**src/rtl/full_adder_behavioural.sv**
```systemverilog
// full_adder_behavioural: WIDTH-bit adder with carry-in, offering a
// combinational result and a one-cycle registered result with valid.
//
// Ports:
//   clk, rst      rising-edge clock, synchronous active-high reset
//   a, b          WIDTH-bit operands
//   carry_in      carry into bit 0
//   in_valid      qualifies a/b/carry_in for the registered path
//   sum           combinational (a + b + carry_in) mod 2^WIDTH
//   carry_out     combinational carry out of the MSB
//   ovf           combinational signed overflow (0 when WIDTH=1)
//   sum_q         registered sum
//   carry_out_q   registered carry_out
//   ovf_q         registered ovf
//   out_valid     registered outputs hold a fresh result
//   check_err     sticky mismatch flag of the reference chain
//
// Build option: FULL_ADDER_SELFCHECK_EN adds a gate-level ripple chain
// checked against the behavioural add; otherwise check_err is tied low.

module full_adder_behavioural #(
    parameter int WIDTH = 1
) (
    input  logic             clk,
    input  logic             rst,
    input  logic [WIDTH-1:0] a,
    input  logic [WIDTH-1:0] b,
    input  logic             carry_in,
    input  logic             in_valid,
    output logic [WIDTH-1:0] sum,
    output logic             carry_out,
    output logic             ovf,
    output logic [WIDTH-1:0] sum_q,
    output logic             carry_out_q,
    output logic             ovf_q,
    output logic             out_valid,
    output logic             check_err
);

    // Behavioural add at WIDTH+1 bits so the carry is never lost.
    logic [WIDTH:0] full_w;

    assign full_w    = {1'b0, a} + {1'b0, b} + {{WIDTH{1'b0}}, carry_in};
    assign sum       = full_w[WIDTH-1:0];
    assign carry_out = full_w[WIDTH];

    // Carry into the MSB is recovered from the MSB sum bit.
    generate
        if (WIDTH == 1) begin : g_ovf_1b
            assign ovf = 1'b0;
        end else begin : g_ovf_nb
            assign ovf = sum[WIDTH-1] ^ a[WIDTH-1] ^ b[WIDTH-1]
                       ^ carry_out;
        end
    endgenerate

    // Registered result path.
    logic [WIDTH-1:0] sum_d;
    logic             carry_out_d;
    logic             ovf_d;
    logic             out_valid_d;

    always_comb begin
        sum_d       = sum_q;
        carry_out_d = carry_out_q;
        ovf_d       = ovf_q;
        out_valid_d = 1'b0;
        if (in_valid) begin
            sum_d       = sum;
            carry_out_d = carry_out;
            ovf_d       = ovf;
            out_valid_d = 1'b1;
        end
    end

    always_ff @(posedge clk) begin
        if (rst) begin
            sum_q       <= '0;
            carry_out_q <= 1'b0;
            ovf_q       <= 1'b0;
            out_valid   <= 1'b0;
        end else begin
            sum_q       <= sum_d;
            carry_out_q <= carry_out_d;
            ovf_q       <= ovf_d;
            out_valid   <= out_valid_d;
        end
    end

`ifdef FULL_ADDER_SELFCHECK_EN
    // Explicit per-bit ripple chain used as an independent reference.
    logic [WIDTH-1:0] ref_sum;
    logic             ref_cout;
    logic             rc;
    logic             mismatch;
    logic             check_err_q;
    logic             check_err_d;

    always_comb begin
        rc      = carry_in;
        ref_sum = '0;
        for (int i = 0; i < WIDTH; i++) begin
            ref_sum[i] = a[i] ^ b[i] ^ rc;
            rc         = (a[i] & b[i]) | (rc & (a[i] ^ b[i]));
        end
        ref_cout = rc;
    end

    assign mismatch    = ({ref_cout, ref_sum} != {carry_out, sum});
    assign check_err_d = check_err_q | mismatch;

    always_ff @(posedge clk) begin
        if (rst) begin
            check_err_q <= 1'b0;
        end else begin
            check_err_q <= check_err_d;
        end
    end

    assign check_err = check_err_q;
`else
    assign check_err = 1'b0;
`endif

endmodule

```
**config.mk**
```make
export PLATFORM = sky130hd
export DESIGN_NAME = full_adder_behavioural
export DESIGN_NICKNAME = d
export VERILOG_FILES = /design/src/rtl/full_adder_behavioural.sv
export SDC_FILE = /design/constraint.sdc
export NUM_CORES = 1
export LEC_CHECK = 0
export BUFFER_PORTS_ARGS = -buffer_cell sky130_fd_sc_hd__clkbuf_2
export CAP_MARGIN = 15
export CORE_AREA = 2 2 39 41
export DETAILED_ROUTE_END_ITERATION = 16
export DIE_AREA = 0 0 41 43
export PLACE_DENSITY = 0.34
export SLEW_MARGIN = 15
export SYNTH_ARGS = -nofsm -noshare
export SYNTH_HDL_FRONTEND = slang
export SYNTH_SLANG_ARGS = --single-unit
```
**constraint.sdc**
```tcl
create_clock -name clk -period 1.18 [get_ports clk]
set_input_delay 0.177 -clock clk [delete_from_list [all_inputs] [get_ports clk]]
set_output_delay 0.177 -clock clk [all_outputs]
set_load 0.01 [all_outputs]
```
==> flow_metrics.env, run 1 <==
export IMPL_h_tree_depth=1
export IMPL_hold_path_class="in2reg"
export IMPL_ys_ff_latch=3
export IMPL_cts_post_setup_buffers_inserted=0
export IMPL_grt_ovfl_total=0
export IMPL_synth_distinct_cells=7
export IMPL_hpwlAfterDp_um=261
export IMPL_gate_count_after_technology_mapping=13
export IMPL_power_combinational_fraction_pct=16.2
export IMPL_cts_buffer_depth=2
export IMPL_critical_path_top_delay_family="adder cells"
export IMPL_area_occupied_by_multi_input_gates_sq_um=65.1
export IMPL_antenna_found_initial=0
export IMPL_avgSynthCellArea_sq_um=10.8
export IMPL_cts_buffers=3
export IMPL_rsz0062_at_grt="false"
export IMPL_regToRegSetupSlack_ps=580
export IMPL_relative_area_change_from_synthesis_to_final_layout_pct=58.0
export IMPL_layout_min_cycle_time_ps=1130
export IMPL_die_area_sq_mm=0.00176
export IMPL_cts_tree="done"
export IMPL_cts_reportedPaths_clkPinSlew_ps=40
export IMPL_cell_area_after_synthesis_sq_um=140
export IMPL_synthTopCellsByCount="sky130_fd_sc_hd__buf_4, sky130_fd_sc_hd__dfxtp_1, sky130_fd_sc_hd__mux2i_1, sky130_fd_sc_hd__nor2_1"
export IMPL_ordered_list_of_cells_on_the_worst_path="clkbuf_2 > fa_1 > clkbuf_2"
export IMPL_groute_usage_overall_pct=4.20
export IMPL_finalHoldViolations=0
export IMPL_critical_path_buf_inv_count=2
export IMPL_yosysWarnings=0
export IMPL_port_buffer_count=10
export IMPL_grt_start_max_net_pins=4
export IMPL_detail_route_drc_violations=0
export IMPL_reg2reg_depth=2
export IMPL_max_vdd_ir_drop_mv=0.175
export IMPL_number_of_global_route_vias_before_repair=124
export IMPL_critical_path_most_common_cell="sky130_fd_sc_hd__clkbuf_2"
export IMPL_seq_area_sq_um=60.1
export IMPL_yosys_most_used_dff="sky130_fd_sc_hd__dfxtp_1"
export IMPL_switching_power_mw=0.0861
export IMPL_crit_path_start_kind="input port"
export IMPL_detail_route_antenna_nets=0
export IMPL_worst_endpoint_required_ps=1000
export IMPL_floorplan_die_height_um=43
export IMPL_number_of_antenna_cells_inserted=0
export IMPL_power_frac_seq_pct=32.5
export IMPL_holdCritStartpoint="rst"
export IMPL_ys_top_cells_by_area="sky130_fd_sc_hd__dfxtp_1, sky130_fd_sc_hd__buf_4, sky130_fd_sc_hd__fa_1"
export IMPL_dr_total_vias=132
export IMPL_grt_pass1_wl_um=393
export IMPL_average_detailed_routed_wire_length_per_instance_um=7.31
export IMPL_ys_seq_area_share_pct=42.9
export IMPL_post_route_design_area_sq_um=221
export IMPL_synth_top_cell_by_area="sky130_fd_sc_hd__dfxtp_1"
export IMPL_worst_ep_arrival_time_ps=960
export IMPL_setup_viol=0
export IMPL_clock_insertion_delay_worst_skew_ps=230
export IMPL_coreArea_sq_mm=0.00138
export IMPL_number_of_pins_exceeding_their_max_slew_limit_in_the_final_report=0
export IMPL_rows=14
export IMPL_drt_iter0_drc=2
export IMPL_pleak_nw=0.117
export IMPL_hold_path_depth=2
export IMPL_pwr_total_mw=0.348
export IMPL_drive_above_1_share_pct=50.0
export IMPL_clkSinkCount=3
export IMPL_placed_area_sq_um=195
export IMPL_clock_fmax_ghz=0.882
export IMPL_routed_via_density=3.14
export IMPL_whs_endpoint="carry_out_q"
export IMPL_die_width_um=41
export IMPL_cts_root_buf="sky130_fd_sc_hd__clkbuf_4"
export IMPL_power_share_clock_pct=51.3
export IMPL_r2r_end="carry_out_q"
export IMPL_finish_net_count=34
export IMPL_synthArstFlopShare_pct=0
export IMPL_accumulated_negative_setup_slack_ps=0
export IMPL_finalCritPeriodShare_pct=96.0
export IMPL_cts_resized=0
export IMPL_critical_path_endpoint_type="output pin"
export IMPL_cp_max_fo=2
export IMPL_top_level_ports=14
export IMPL_drt_pass1_iterations=2
export IMPL_number_of_flops_mapped_to_enable_cells_by_yosys=0
export IMPL_critical_path_max_stage_delay_ps=550
export IMPL_totalWireLength_um=307
export IMPL_switching_share_pct=24.7
export IMPL_finalClockSkew_ps=0
export IMPL_internal_power_mw=0.262
export IMPL_gp_routability_congestion=0.418
export IMPL_path_class="in2out"
export IMPL_maxCapViolCount=0
export IMPL_pwr_density_cell_mw_per_mm2=1570
export IMPL_hold_buffers=0
export IMPL_filler_cell_count=163
export IMPL_start_util_pct=10.1
export IMPL_status="finished clean"
export IMPL_synthDominantCellAreaShare_pct=42.9
export IMPL_worst_path_max_delay_cell="sky130_fd_sc_hd__fa_1"
export IMPL_crit_reg2reg_launch="carry_out_q"
## state kept, by name (all words and copies together) (netlist names)
register	count
out_valid	1
carry_out_q	1
sum_q	1
## worst max-delay path by stage
stage               from     to  slack, ps  cells past startpoint
CTS                    a    sum         40                      3
global placement       a    sum         30                      3
finish                 a    sum         50                      3
global route           a    sum         10                      3
floorplan              a  sum_q        170                      3
detailed placement     a    sum         40                      3
## power groups by stage
| stage | registers [mW] | clock network (mW) | logic, mW |
|---|---|---|---|
| finish | 0.113 | 0.179 | 0.0563 |
| global placement | 0.114 | 0 | 0.0574 |
| global route | 0.113 | 0.203 | 0.0637 |
| detailed placement | 0.115 | 0 | 0.0570 |
| floorplan | 0.118 | 0 | 0.0336 |
| CTS | 0.113 | 0.187 | 0.0573 |
## cells in the final DEF (no fill, tap or decap)
cell                       synthesis  routed
sky130_fd_sc_hd__fa_1              1       1
sky130_fd_sc_hd__nor2b_1           1       1
sky130_fd_sc_hd__dfxtp_1           3       3
sky130_fd_sc_hd__mux2i_1           2       2
sky130_fd_sc_hd__clkbuf_2          0      10
sky130_fd_sc_hd__nor2_1            2       2
sky130_fd_sc_hd__clkbuf_4          0       3
sky130_fd_sc_hd__conb_1            1       3
sky130_fd_sc_hd__clkbuf_1          0       1
## per-layer routing
metal	routed length, um	vias up	global-route usage, %
li1	-	60	-
met1	93	59	1.27
met2	158	13	6.25
met3	54	0	3.14
met4	0	0	8.00
met5	0	-	0
## kinds of logic (layout without fill, tap and decap cells)
logic type	after synthesis	in the layout	synth area share (%)
buffers and inverters	3	14	16.1
AND/OR/NAND/NOR	3	3	9.83
multiplexers	2	2	14.3
adder cells (fa/ha/maj)	1	1	14.3
flip-flops	3	3	42.9
other	1	3	2.68
## stage by stage
| stage | setup WS [ps] | hold WS [ps] | cells | utilization [%] |
|---|---|---|---|---|
| final | 46.8 | 139 | 42 | 16.0 |
| after global routing | 10.8 | 143 | 42 | 16.0 |
| after CTS | 38.4 | 133 | 42 | 16.0 |
| after detailed placement | 41.8 | 379 | 38 | 14.1 |
| after global placement | 26.7 | 373 | 38 | 14.1 |
| after floorplan | 170 | 249 | 15 | - |
## cell type report
class	count	area share, %
multi-input cells	9	29.4
flip-flops and latches	3	27.1
repair buffers	10	22.6
clock buffers	4	11.9
well taps	16	9.04
Power figures use the tool's default switching activity.
==> run 2, diff against run 1 <==
--- a/config.mk
+++ b/config.mk
@@ -11,6 +11,7 @@
 export DETAILED_ROUTE_END_ITERATION = 16
 export DIE_AREA = 0 0 41 43
 export PLACE_DENSITY = 0.34
+export SETUP_SLACK_MARGIN = 0.3
 export SLEW_MARGIN = 15
 export SYNTH_ARGS = -nofsm -noshare
 export SYNTH_HDL_FRONTEND = slang
==> constraint.sdc (replaced) <==
create_clock -name clk -period 1.37 [get_ports clk]
set_input_delay 0.2055 -clock clk [delete_from_list [all_inputs] [get_ports clk]]
set_output_delay 0.2055 -clock clk [all_outputs]
set_load 0.01 [all_outputs]
==> flow_metrics.env, run 2 (synthesis results as in run 1) <==
export IMPL_drt_pass1_iterations=1
export IMPL_finalClockSkew_ps=0
export IMPL_global_route_usage_met3_pct=1.57
export IMPL_met1_usage_pct=0.952
export IMPL_number_of_global_route_vias_before_repair=130
export IMPL_grt_ovfl_total=0
export IMPL_hold_path_class="in2reg"
export IMPL_cts_buffers=3
export IMPL_most_common_layout_cells="sky130_fd_sc_hd__clkbuf_2, sky130_fd_sc_hd__conb_1, sky130_fd_sc_hd__dfxtp_1, sky130_fd_sc_hd__clkbuf_4"
export IMPL_h_tree_depth=1
export IMPL_top_usage_layer="met4"
export IMPL_detail_route_drc_violations=0
export IMPL_layout_cells_most_common="sky130_fd_sc_hd__clkbuf_2"
export IMPL_coreArea_sq_mm=0.00138
export IMPL_die_area_sq_mm=0.00176
export IMPL_cts_post_setup_buffers_inserted=0
export IMPL_cts_root_buf="sky130_fd_sc_hd__clkbuf_4"
export IMPL_antenna_found_initial=0
export IMPL_drt_iter0_drc=0
export IMPL_accumulated_negative_setup_slack_ps=0
export IMPL_finalHoldViolations=0
export IMPL_switching_share_pct=25.2
export IMPL_worst_endpoint_required_ps=1160
export IMPL_path_class="in2out"
export IMPL_routed_via_density=3.21
export IMPL_critical_path_endpoint_type="output pin"
export IMPL_drive_above_1_share_pct=53.8
export IMPL_average_detailed_routed_wire_length_per_instance_um=7.29
export IMPL_die_width_um=41
export IMPL_totalWireLength_um=306
export IMPL_rows=14
export IMPL_switching_power_mw=0.0766
export IMPL_gp_routability_congestion=0.418
export IMPL_layout_min_cycle_time_ps=1190
export IMPL_relative_area_change_from_synthesis_to_final_layout_pct=64.3
export IMPL_pwr_density_cell_mw_per_mm2=1320
export IMPL_cts_buffer_depth=2
export IMPL_clock_insertion_delay_worst_skew_ps=230
export IMPL_dr_total_vias=135
export IMPL_cts_tree="done"
export IMPL_power_frac_seq_pct=31.8
export IMPL_hold_buffers=0
export IMPL_cp_max_fo=2
export IMPL_grt_pass1_wl_um=351
export IMPL_detail_route_antenna_nets=0
export IMPL_port_buffer_count=10
export IMPL_hold_slack_ps=165
export IMPL_number_of_pins_exceeding_their_max_slew_limit_in_the_final_report=0
export IMPL_cts_reportedPaths_clkPinSlew_ps=40
export IMPL_status="finished clean"
export IMPL_crit_path_start_kind="input port"
export IMPL_clock_fmax_ghz=0.842
export IMPL_max_vdd_ir_drop_mv=0.158
export IMPL_internal_power_mw=0.228
export IMPL_setup_viol=0
export IMPL_clkSinkCount=3
export IMPL_worst_ep_arrival_time_ps=980
export IMPL_postLayoutSetupSlackWorst_ps=182
export IMPL_filler_cell_count=155
export IMPL_power_combinational_fraction_pct=16.8
export IMPL_pleak_nw=0.118
export IMPL_top_level_ports=14
export IMPL_finish_net_count=34
export IMPL_reg_top3="carry_out_q (1), out_valid (1), sum_q (1)"
export IMPL_start_util_pct=10.1
export IMPL_maxCapViolCount=0
export IMPL_rsz0062_at_grt="true"
export IMPL_groute_layer_met2_usage_pct=5.94
export IMPL_groute_usage_overall_pct=3.40
export IMPL_grt_start_max_net_pins=4
export IMPL_dp_worst_setup_slack_ps=176
export IMPL_finalCritPeriodShare_pct=86.7
export IMPL_number_of_antenna_cells_inserted=0
export IMPL_floorplan_die_height_um=43
export IMPL_power_share_clock_pct=51.4
[run 2: path summary, 6_finish.rpt]
path	start	to	slack (ps)	cells past startpoint
worst max-delay path	a	sum	180	3
worst min-delay path	rst	carry_out_q	170	2
worst max register to register	sum_q	sum_q	750	2
worst min register to register	carry_out_q	carry_out_q	490	2
[run 2: worst max-delay path, stage by stage]
cell and delay [ps]:
sky130_fd_sc_hd__buf_6 90, sky130_fd_sc_hd__fa_2 560, sky130_fd_sc_hd__buf_2 130
[run 2: metal layers]
layer / up-vias / routed length (um) / share of wire [%]
li1: 60 / - / -
met4: 0 / 0 / 0
met3: 0 / 53 / 17
met1: 62 / 104 / 34
met2: 13 / 148 / 48
met5: - / 0 / 0
[run 2: final cells by class]
| cell class | count | area, sq um | area share (%) |
|---|---|---|---|
| Multi-Input combinational cell | 9 | 67.6 | 29.3 |
| Tap cell | 16 | 20.0 | 8.70 |
| Clock buffer | 4 | 26.3 | 11.4 |
| Timing Repair Buffer | 10 | 56.3 | 24.5 |
| Sequential cell | 3 | 60.1 | 26.1 |
[run 2: repair_timing]
item	CTS	global route
endpoints found under the setup margin	2	2
pin swaps	1	1
resized for setup	0	3
endpoints found under the hold margin	0	0
[run 2: power by group through the flow]
stage	combinational (mW)	sequential, mW	clock (mW)
floorplan	0.0289	0.101	0
global placement	0.0495	0.0979	0
detailed placement	0.0494	0.0985	0
CTS	0.0496	0.0969	0.168
global route	0.0587	0.0975	0.176
finish	0.0513	0.0968	0.156
[run 2: stage by stage]
| step | power (mW) | instances | area (sq um) | utilization, % |
|---|---|---|---|---|
| floorplan | 0.130 | 15 | 148 | - |
| global placement | 0.147 | 38 | 195 | 14.1 |
| detailed placement | 0.148 | 38 | 195 | 14.1 |
| CTS | 0.315 | 42 | 221 | 16.0 |
| global route | 0.332 | 42 | 230 | 16.6 |
| finish | 0.305 | 42 | 230 | 16.6 |
==> run 3, diff against run 2 <==
--- a/config.mk
+++ b/config.mk
@@ -10,7 +10,6 @@
 export CORE_AREA = 2 2 39 41
 export DETAILED_ROUTE_END_ITERATION = 16
 export DIE_AREA = 0 0 41 43
-export PLACE_DENSITY = 0.34
 export SETUP_SLACK_MARGIN = 0.3
 export SLEW_MARGIN = 15
 export SYNTH_ARGS = -nofsm -noshare
==> flow_metrics.env, run 3 (synthesis results as in run 1) <==
export IMPL_h_tree_depth=1
export IMPL_accumulated_negative_setup_slack_ps=0
export IMPL_gp_routability_congestion=0.470
export IMPL_port_buffer_count=10
export IMPL_most_common_layout_cells="sky130_fd_sc_hd__clkbuf_2, sky130_fd_sc_hd__conb_1, sky130_fd_sc_hd__dfxtp_1, sky130_fd_sc_hd__clkbuf_4"
export IMPL_grt_ovfl_total=0
export IMPL_cts_buffer_depth=2
export IMPL_max_vdd_ir_drop_mv=0.195
export IMPL_groute_usage_overall_pct=4.32
export IMPL_hold_slack_ps=164
export IMPL_hold_path_class="in2reg"
export IMPL_status="finished clean"
export IMPL_top_level_ports=14
export IMPL_floorplan_die_height_um=43
export IMPL_finalHoldViolations=0
export IMPL_maxCapViolCount=0
export IMPL_setup_viol=0
export IMPL_antenna_found_initial=0
export IMPL_clkSinkCount=3
export IMPL_coreArea_sq_mm=0.00138
export IMPL_relative_area_change_from_synthesis_to_final_layout_pct=64.3
export IMPL_dr_total_vias=118
export IMPL_detail_route_antenna_nets=0
export IMPL_reg_top3="carry_out_q (1), out_valid (1), sum_q (1)"
export IMPL_critical_path_endpoint_type="output pin"
export IMPL_filler_cell_count=167
export IMPL_start_util_pct=10.1
export IMPL_drive_above_1_share_pct=53.8
export IMPL_crit_path_start_kind="input port"
export IMPL_grt_pass1_wl_um=358
export IMPL_layout_cells_most_common="sky130_fd_sc_hd__clkbuf_2"
export IMPL_placed_cells_incl_taps=38
export IMPL_pwr_density_cell_mw_per_mm2=1340
export IMPL_path_class="in2out"
export IMPL_grt_start_max_net_pins=4
export IMPL_layout_min_cycle_time_ps=1190
export IMPL_cts_tree="done"
export IMPL_routed_via_density=2.81
export IMPL_reg2reg_depth=2
export IMPL_drt_iter0_drc=3
export IMPL_final_instance_count_excl_fill=42
export IMPL_worst_endpoint_required_ps=1160
export IMPL_number_of_pins_exceeding_their_max_slew_limit_in_the_final_report=0
export IMPL_rsz0062_at_grt="true"
export IMPL_cp_max_fo=2
export IMPL_die_area_sq_mm=0.00176
export IMPL_number_of_global_route_vias_before_repair=93
export IMPL_detail_route_drc_violations=0
export IMPL_hold_path_depth=2
export IMPL_die_width_um=41
export IMPL_clock_insertion_delay_worst_skew_ps=240
export IMPL_area_occupied_by_multi_input_gates_sq_um=67.6
export IMPL_average_detailed_routed_wire_length_per_instance_um=7.10
export IMPL_number_of_antenna_cells_inserted=0
export IMPL_drt_pass1_iterations=4
export IMPL_rows=14
export IMPL_finalClockSkew_ps=0
export IMPL_worst_ep_arrival_time_ps=990
export IMPL_pleak_nw=0.118
export IMPL_finalCritPeriodShare_pct=87.2
export IMPL_cts_buffers=3
export IMPL_postLayoutCoreUtil_pct=16.6
export IMPL_cts_reportedPaths_clkPinSlew_ps=40
export IMPL_finish_net_count=34
export IMPL_totalWireLength_um=298
export IMPL_cts_root_buf="sky130_fd_sc_hd__clkbuf_4"
export IMPL_clock_fmax_ghz=0.837
export IMPL_seq_area_sq_um=60.1
export IMPL_cts_post_setup_buffers_inserted=0
==> run 3: metrics by stage <==
| stage | setup slack (ps) | total power [mW] | cell area [sq um] |
|---|---|---|---|
| after CTS | 153 | 0.314 | 221 |
| after global placement | 158 | 0.147 | 195 |
| final | 175 | 0.308 | 230 |
| after floorplan | 331 | 0.130 | 148 |
| after global routing | 154 | 0.331 | 230 |
| after detailed placement | 153 | 0.148 | 195 |
==> run 3: layout make-up <==
class                   instances  share of cell area, %
well taps                      16                   8.70
repair buffers                 10                   24.5
multi-input cells               9                   29.3
clock buffers                   4                   11.4
flip-flops and latches          3                   26.1
==> run 3: worst paths after layout <==
kind                             startpoint          end  slack (ps)
worst min-delay path                    rst    out_valid         160
worst max-delay path               carry_in          sum         180
worst max register to register  carry_out_q  carry_out_q         780
worst min register to register        sum_q        sum_q         490
==> run 3: repair_timing <==
item	4_1_cts	5_1_grt
hold endpoints to repair	0	0
endpoints found under the setup margin	2	2
gates resized for setup	0	3
hold buffers	0	0
pin swaps	0	1
==> run 3: worst max-delay path, cell delays in order <==
cell and delay, ps:
sky130_fd_sc_hd__buf_6 90, sky130_fd_sc_hd__fa_2 560, sky130_fd_sc_hd__buf_2 130
==> run 3: where the power goes <==
part | leakage, nW | switching (mW) | total, mW | internal [mW]
clock network | 0.0150 | 0.0508 | 0.160 | 0.110
registers | 0.0249 | 0.00264 | 0.0968 | 0.0941
logic | 0.0779 | 0.0263 | 0.0508 | 0.0245
total | 0.118 | 0.0798 | 0.308 | 0.228
==> run 3: layer usage <==
| layer | wire length [um] | global-route usage [%] |
|---|---|---|
| met2 | 117 | 3.44 |
| met1 | 123 | 3.55 |
| met3 | 58 | 6.28 |
| met4 | 0 | 6.00 |
| met5 | 0 | 0 |
